[config.mk]
export PLATFORM = sky130hd
export DESIGN_NAME = cacheline_adaptor_flat
export DESIGN_NICKNAME = d
export VERILOG_FILES = /design/src/rtl/cacheline_adaptor_if.sv /design/src/rtl/cacheline_adaptor.sv /design/src/flat_wrapper.sv
export SDC_FILE = /design/constraint.sdc
export NUM_CORES = 1
export LEC_CHECK = 0
export BUFFER_PORTS_ARGS = -buffer_cell sky130_fd_sc_hd__buf_4
export CAP_MARGIN = 20
export CORE_AREA = 3 3 279 281
export DETAILED_ROUTE_END_ITERATION = 7
export DIE_AREA = 0 0 282 284
export GPL_ROUTABILITY_DRIVEN = 0
export PLACE_DENSITY = 0.51
export SETUP_SLACK_MARGIN = 0.1
export SKIP_LAST_GASP = 1
export SLEW_MARGIN = 10
export SYNTH_ARGS = -nofsm -noshare
export SYNTH_HDL_FRONTEND = slang
export SYNTH_SLANG_ARGS = --single-unit
[constraint.sdc]
create_clock -name clk -period 7.2 [get_ports clk]
set_input_delay 1.44 -clock clk [delete_from_list [all_inputs] [get_ports clk]]
set_output_delay 1.44 -clock clk [all_outputs]
set_load 0.1 [all_outputs]
[src/rtl/cacheline_adaptor_if.sv]
// Line-request and burst-memory signal bundle for the cacheline adaptor.
// slave is the adaptor side; master is the arbiter/memory side.
interface cacheline_adaptor_if #(
  parameter int LINE_W  = 256,
  parameter int BURST_W = 64,
  parameter int ADDR_W  = 32
);
  logic [ADDR_W-1:0]  address_i;
  logic               read_i;
  logic               write_i;
  logic [LINE_W-1:0]  line_i;
  logic [LINE_W-1:0]  line_o;
  logic               resp_o;
  logic [ADDR_W-1:0]  address_o;
  logic               read_o;
  logic               write_o;
  logic [BURST_W-1:0] burst_o;
  logic [BURST_W-1:0] burst_i;
  logic               resp_i;

  modport slave (
    input  address_i, read_i, write_i, line_i,
    input  burst_i, resp_i,
    output line_o, resp_o, address_o,
    output read_o, write_o, burst_o
  );

  modport master (
    output address_i, read_i, write_i, line_i,
    output burst_i, resp_i,
    input  line_o, resp_o, address_o,
    input  read_o, write_o, burst_o
  );
endinterface

[src/rtl/cacheline_adaptor.sv]
// Line <-> burst adaptor between the I/D arbiter and physical memory.
// One transaction at a time; reads fill a line buffer, writes stream a latched line.
module cacheline_adaptor #(
  parameter int LINE_W  = 256,
  parameter int BURST_W = 64,
  parameter int ADDR_W  = 32
) (
  input logic clk,
  input logic rst,
  cacheline_adaptor_if.slave bus
);
  localparam int BEATS = LINE_W / BURST_W;
  localparam int CNT_W = $clog2(BEATS);
  localparam int OFF_W = $clog2(LINE_W / 8);

  typedef enum logic [1:0] {
    IDLE,
    READ,
    WRITE,
    DONE
  } state_t;

  state_t             state_q, state_d;
  logic [CNT_W-1:0]   cnt_q, cnt_d;
  logic [ADDR_W-1:0]  addr_q;
  logic [LINE_W-1:0]  wr_q;
  logic [LINE_W-1:0]  rd_q;
  logic               accept;
  logic               last;

  always_ff @(posedge clk) begin
    if (rst) begin
      state_q <= IDLE;
      cnt_q   <= '0;
    end else begin
      state_q <= state_d;
      cnt_q   <= cnt_d;
    end
  end

  always_comb begin
    state_d = state_q;
    cnt_d   = cnt_q;
    accept  = 1'b0;
    last    = (cnt_q == CNT_W'(BEATS - 1));
    unique case (state_q)
      IDLE: begin
        if (bus.write_i) begin
          accept  = 1'b1;
          state_d = WRITE;
        end else if (bus.read_i) begin
          accept  = 1'b1;
          state_d = READ;
        end
      end
      READ, WRITE: begin
        if (bus.resp_i) begin
          if (last) begin
            cnt_d   = '0;
            state_d = DONE;
          end else begin
            cnt_d = cnt_q + CNT_W'(1);
          end
        end
      end
      DONE:    state_d = IDLE;
      default: state_d = IDLE;
    endcase
  end

  // Address and write line are frozen at accept so mid-flight request changes are ignored
  always_ff @(posedge clk) begin
    if (rst) begin
      addr_q <= '0;
      wr_q   <= '0;
      rd_q   <= '0;
    end else begin
      if (accept)
        addr_q <= {bus.address_i[ADDR_W-1:OFF_W], OFF_W'(0)};
      if (accept && bus.write_i)
        wr_q <= bus.line_i;
      if (state_q == READ && bus.resp_i)
        rd_q[cnt_q*BURST_W +: BURST_W] <= bus.burst_i;
    end
  end

  always_comb begin
    bus.read_o    = (state_q == READ);
    bus.write_o   = (state_q == WRITE);
    bus.resp_o    = (state_q == DONE);
    bus.address_o = addr_q;
    bus.line_o    = rd_q;
    bus.burst_o   = wr_q[cnt_q*BURST_W +: BURST_W];
  end
endmodule

[src/flat_wrapper.sv]
// flat-port wrapper written by rule: the top's interface ports become plain ports
module cacheline_adaptor_flat 
#(
  parameter int LINE_W  = 256,
  parameter int BURST_W = 64,
  parameter int ADDR_W  = 32
)
  (clk, rst, bus_address_i, bus_read_i, bus_write_i, bus_line_i, bus_burst_i, bus_resp_i, bus_line_o, bus_resp_o, bus_address_o, bus_read_o, bus_write_o, bus_burst_o);
  cacheline_adaptor_if #(.LINE_W(LINE_W), .BURST_W(BURST_W), .ADDR_W(ADDR_W)) bus_i ();
  input logic clk;
  input logic rst;
  input wire logic [$bits(bus_i.address_i)-1:0] bus_address_i;
  input wire logic [$bits(bus_i.read_i)-1:0] bus_read_i;
  input wire logic [$bits(bus_i.write_i)-1:0] bus_write_i;
  input wire logic [$bits(bus_i.line_i)-1:0] bus_line_i;
  input wire logic [$bits(bus_i.burst_i)-1:0] bus_burst_i;
  input wire logic [$bits(bus_i.resp_i)-1:0] bus_resp_i;
  output wire logic [$bits(bus_i.line_o)-1:0] bus_line_o;
  output wire logic [$bits(bus_i.resp_o)-1:0] bus_resp_o;
  output wire logic [$bits(bus_i.address_o)-1:0] bus_address_o;
  output wire logic [$bits(bus_i.read_o)-1:0] bus_read_o;
  output wire logic [$bits(bus_i.write_o)-1:0] bus_write_o;
  output wire logic [$bits(bus_i.burst_o)-1:0] bus_burst_o;
  assign bus_i.address_i = bus_address_i;
  assign bus_i.read_i = bus_read_i;
  assign bus_i.write_i = bus_write_i;
  assign bus_i.line_i = bus_line_i;
  assign bus_i.burst_i = bus_burst_i;
  assign bus_i.resp_i = bus_resp_i;
  assign bus_line_o = bus_i.line_o;
  assign bus_resp_o = bus_i.resp_o;
  assign bus_address_o = bus_i.address_o;
  assign bus_read_o = bus_i.read_o;
  assign bus_write_o = bus_i.write_o;
  assign bus_burst_o = bus_i.burst_o;
  cacheline_adaptor #(.LINE_W(LINE_W), .BURST_W(BURST_W), .ADDR_W(ADDR_W)) u_core (.clk(clk), .rst(rst), .bus(bus_i));
endmodule
After elaboration in Yosys (flattened, before gate mapping)
Cells that the tools add are included.
{"block": "word_totals", "reg_bits": 543, "wordCells": 33}
{"block": "op_classes", "mux": 10, "n_eq_ne": 7, "n_shift": 3, "addsub": 2, "n_reduce_logical": 6}
{"operator": "256-bit bitwise mux", "count": 1}
{"operator": "64-bit by 34-bit variable shift with 256-bit output, first input constant", "count": 1}
{"operator": "256-bit by 9-bit indexed part select with 64-bit output", "count": 1}
{"operator": "64-bit by 34-bit indexed part select with 256-bit output", "count": 1}
{"operator": "8-bit negator with 34-bit output", "count": 1}
{"operator": "2-bit two-way mux", "count": 5}
{"operator": "2-bit equality test, second input constant", "count": 3}
{"operator": "2-bit case mux with 3 select lines", "count": 1}
{"operator": "1-bit two-way mux", "count": 3}
{"operator": "3-bit inequality test, second input constant", "count": 1}
{"operator": "3-bit AND reduction", "count": 1}
{"operator": "2-bit by 1-bit adder with 2-bit output, second input constant", "count": 1}
{"operator": "2-bit by 1-bit equality test with 1-bit output, second input constant", "count": 1}
{"operator": "1-bit logical AND", "count": 2}
{"operator": "2-bit zero test", "count": 1}
{"operator": "2-bit by 1-bit inequality test with 1-bit output, second input constant", "count": 1}
{"operator": "2-bit inequality test, second input constant", "count": 1}
{"operator": "2-bit AND reduction", "count": 1}
{"operator": "2-bit OR reduction", "count": 1}

Logic depth before layout (Yosys ltp)
{"block": "logic_depth", "word_depth": 4, "depth_mapped": 10, "depth_no_buf": 5}

Least setup slack after synthesis
Ideal clock, no wire load.
{"block": "synth_timing", "kind": "reg2out", "from": "reg u_core.cnt_q[0]", "to": "out bus_burst_o[37]", "slack_ns": 3.918, "stages_incl_launch_ff": 5, "arrival_time_ns": 1.842, "required_time_ns": 5.760, "n_path_buf": 3, "cell_sequence": "dfxtp_1 -> buf_2 -> buf_4 -> buf_2 -> mux4_2"}
{"block": "synth_between", "elab_chain_len": 1}
{"item": "start, declared", "line_no": "cacheline_adaptor.sv:24", "text": "logic [CNT_W-1:0] cnt_q, cnt_d;"}
{"item": "start signal, assigned", "line_no": "cacheline_adaptor.sv:37", "text": "cnt_q <= cnt_d;"}
{"item": "256-bit by 9-bit indexed part select with 64-bit output", "line_no": "cacheline_adaptor.sv:93", "text": "bus.burst_o = wr_q[cnt_q*BURST_W +: BURST_W];"}
{"item": "end, declared", "line_no": "flat_wrapper.sv:23", "text": "output wire logic [$bits(bus_i.burst_o)-1:0] bus_burst_o;"}
Every way passes these cells.

Worst setup path in the final report
{"block": "layout_timing", "from": "reg u_core.cnt_q[0]", "to": "out bus_burst_o[0]"}
Same word-level chain as after synthesis.

==> Flow_metrics.wiki <==
{| class="wikitable"
! Metric !! Value
|-
| Fraction of layout instances using a drive strength above 1 || about a third
|-
| Multi-input logic area || 8070 µm²
|-
| Post-Synthesis Cells || slightly above 2000
|-
| Sum of routed wire length over all layers || ~75000 µm
|-
| First-pass GRT wire length || ~110000 µm
|-
| Sum of negative setup slack || 0 ns
|-
| Setup crit end kind || output port
|-
| Static Leak || 0.0116 µW
|-
| Final setup viols || 0
|-
| Die outline area || around 80000 µm²
|-
| Via count of the first global-routing pass || 17500
|-
| Fraction of registers with async set/reset || 0%
|-
| Ranking of synthesized cells by instance count || sky130_fd_sc_hd__nand2_1, sky130_fd_sc_hd__dfxtp_1, sky130_fd_sc_hd__a21oi_1, sky130_fd_sc_hd__a22o_1, sky130_fd_sc_hd__clkbuf_1
|-
| Global routing met2 resource utilization || approximately 30%
|-
| Required time of the worst setup path || roughly 5.8 ns
|-
| WL/cell || roughly 20 µm
|-
| Number of pins exceeding their max-slew limit in the final report || 0
|-
| Effective utilization at floorplan || between 20% and 30%
|-
| Count of buffers added by post-CTS timing repair for setup || 0
|-
| Post-layout util || around 37%
|-
| Initial antenna violation count || 10
|-
| Post-Syn Area || roughly 20000 µm²
|-
| Final count of hold timing violations || 0
|-
| Overall overflow remaining after global route || 0
|-
| DRC violation total after the first TritonRoute iteration || between 1000 and 1500
|-
| Die width || ~280 µm
|-
| Final period demand of the worst path || 4.67 ns
|-
| Kind of critical path || reg -> out
|-
| Post-route DRC violation count || 0
|-
| Clock-pin slew on the worst setup and hold paths || 0.06 ns
|-
| Die Height || between 200 and 300 µm
|-
| Tightest slew margin relative to the limit || 14.3%
|-
| Remaining number of nets flagged by the antenna check after routing || 0
|-
| Most congested layer reported by global routing || met2
|-
| Depth of the worst hold-timing path || 2
|-
| Average vias per placed instance || 4.76
|-
| Number of synthesized flops with an enable pin || 0
|-
| Power density relative to cell area || approximately 360 nW/µm²
|-
| Aggregate global-route resource usage || ~18%
|-
| # Max-Cap Violations || 0
|-
| Placed cell count || between 3000 and 4000
|-
| Number of inserted filler cells in the final layout || roughly 7700
|-
| Data arrival at the endpoint of the critical path || 3.23 ns
|-
| Clock buffer count from CTS || 60
|-
| Worst R2R Setup Slack || roughly 3.9 ns
|-
| CP startpoint kind || flop
|-
| Number of buffers added to fix hold violations after cts || 0
|-
| Std cell rows || 101
|-
| Number of gates resized after cts || 0
|-
| Unrepaired setup endpoints after global routing || no
|-
| Number of I/O pins || a little over 700
|-
| Sequential share of the synthesized area || 55.3%
|-
| CP Max Fanout || 39
|-
| Met3 layer usage reported by global route || between 6 and 7%
|-
| Yosys warning total || 0
|-
| Top-area cell type share of the netlist area || a little under three fifths
|-
| Reg area || 10900 µm²
|-
| Insertion delay of the later-clocked pin in the worst-skew pair || 0.62 ns
|-
| Mean post-synth cell area || 9.45 µm²
|-
| Number of iterations in the first detailed-routing pass || 5
|-
| Worst Max-Slew Pin Slew || around 1.3 ns
|-
| Final worst path period share || 64.9%
|-
| # H-tree levels || 2
|-
| Count of non-filler cells in the finished layout || roughly 3700
|-
| Total Nets Final || between 3000 and 4000
|-
| Post-synthesis cell type count || 33
|-
| CTS tree || done
|-
| Via count || ~18000
|-
| Seq cells post-synth || between 500 and 600
|-
| Largest cells by area after synthesis || sky130_fd_sc_hd__dfxtp_1, sky130_fd_sc_hd__nand2_1, sky130_fd_sc_hd__a21oi_1
|-
| Most frequently used cell type in the post-synthesis netlist || sky130_fd_sc_hd__nand2_1
|-
| Post-synth top flop || sky130_fd_sc_hd__dfxtp_1
|-
| Hold crit path type || reg -> reg
|-
| Number of input and output port buffers inserted || around 700
|-
| Leading area contributor after synthesis || sky130_fd_sc_hd__dfxtp_1
|-
| Fmax || about 210 MHz
|-
| Met1 demand-to-capacity share in global routing || about a fifth
|-
| Root Buffer || sky130_fd_sc_hd__clkbuf_16
|-
| Final Skew || between 0.02 and 0.025 ns
|-
| Placeable core region || 75700 µm²
|-
| Final total power || around 10000 µW
|-
| Area Growth Syn to Fin || 41.2%
|-
| Worst voltage drop across the vdd grid || between 0.2 and 0.25 mV
|-
| Pin count of the biggest net entering global routing || between 200 and 250
|-
| R2R cell count || 6
|-
| Number of sinks handled by clock tree synthesis || around 540
|-
| Final HPWL from detailed placement || 52400 µm
|-
| Clock Tree Buf Depth || 3
|-
| Outcome || completed
|}
cell type report:
type	instances	area share, %
Inverter	4	0.0541
Timing Repair Buffer	719	19.6
Sequential cell	543	39.2
Antenna cell	2	0.0180
Multi-Input combinational cell	1352	29.1
Clock buffer	88	6.66
Clock inverter	19	0.943
Tap cell	978	4.41
cell usage in the layout, fill, tap and decap left out, drive strengths merged, types with 2 or more instances in the layout:
cell,n
buf,719
nand2,635
dfxtp,543
a21oi,348
a22o,178
clkbuf,88
nand3,66
mux4,64
a32o,14
ha,12
clkinv,10
inv,8
nor2,7
conb,5
bufinv,5
mux2i,3
diode,2
nand2b,2
nor4,2
a31oi,2
and3,2
flip-flops by register name, indices dropped and copies added, names as in the netlist:
name	cells
u_core.state_q	2
u_core.cnt_q	2
u_core.bus.address_o	27
u_core.bus.line_o	256
u_core.wr_q	256
cell families (layout without fill, tap and decap cells):
logic type	after synthesis	after routing	share of synthesized area (%)
buffers and inverters	188	830	4.11
AOI/OAI and AO/OA	546	546	17.7
other	1	7	0.0191
DFF	543	543	55.3
and+or+nand+nor	721	721	14.5
muxes	68	68	7.55
adders and majority gates	12	12	0.764
worst max-delay path: stages, from the launching register on:
cell	delay, ns
sky130_fd_sc_hd__dfxtp_4	0.85
sky130_fd_sc_hd__buf_4	0.81
sky130_fd_sc_hd__mux4_2	0.65
sky130_fd_sc_hd__buf_4	0.26
metrics by stage:
| step | hold WS [ns] | worst slack, ns | instance area (µm²) |
|---|---|---|---|
| global placement | 0.440 | 3.02 | 25600 |
| CTS | 0.451 | 2.32 | 27700 |
| detailed placement | 0.443 | 3.02 | 25600 |
| floorplan | 0.433 | 3.92 | 19700 |
| finish | 0.448 | 2.53 | 27700 |
| global route | 0.470 | 2.22 | 27700 |
path summary, 6_finish.rpt:
path                    start               endpoint
min reg2reg  u_core.wr_q[228]       u_core.wr_q[228]
min          u_core.wr_q[228]       u_core.wr_q[228]
max           u_core.cnt_q[0]         bus_burst_o[0]
max reg2reg   u_core.cnt_q[0]  u_core.bus.line_o[71]
where the power goes:
group | internal, µW | switching, µW | leakage (µW)
clock network | 1950 | 1290 | 0.00105
registers | 3340 | 220 | 0.00442
logic | 823 | 2280 | 0.00609
total | 6110 | 3780 | 0.0116
layer usage:
| layer | up-vias | routed length (µm) |
|---|---|---|
| met3 | 129 | 7380 |
| met5 | - | 118 |
| met2 | 643 | 35800 |
| li1 | 8396 | - |
| met4 | 16 | 2540 |
| met1 | 8447 | 28700 |
Note: power is estimated with default switching activity, not from simulation.
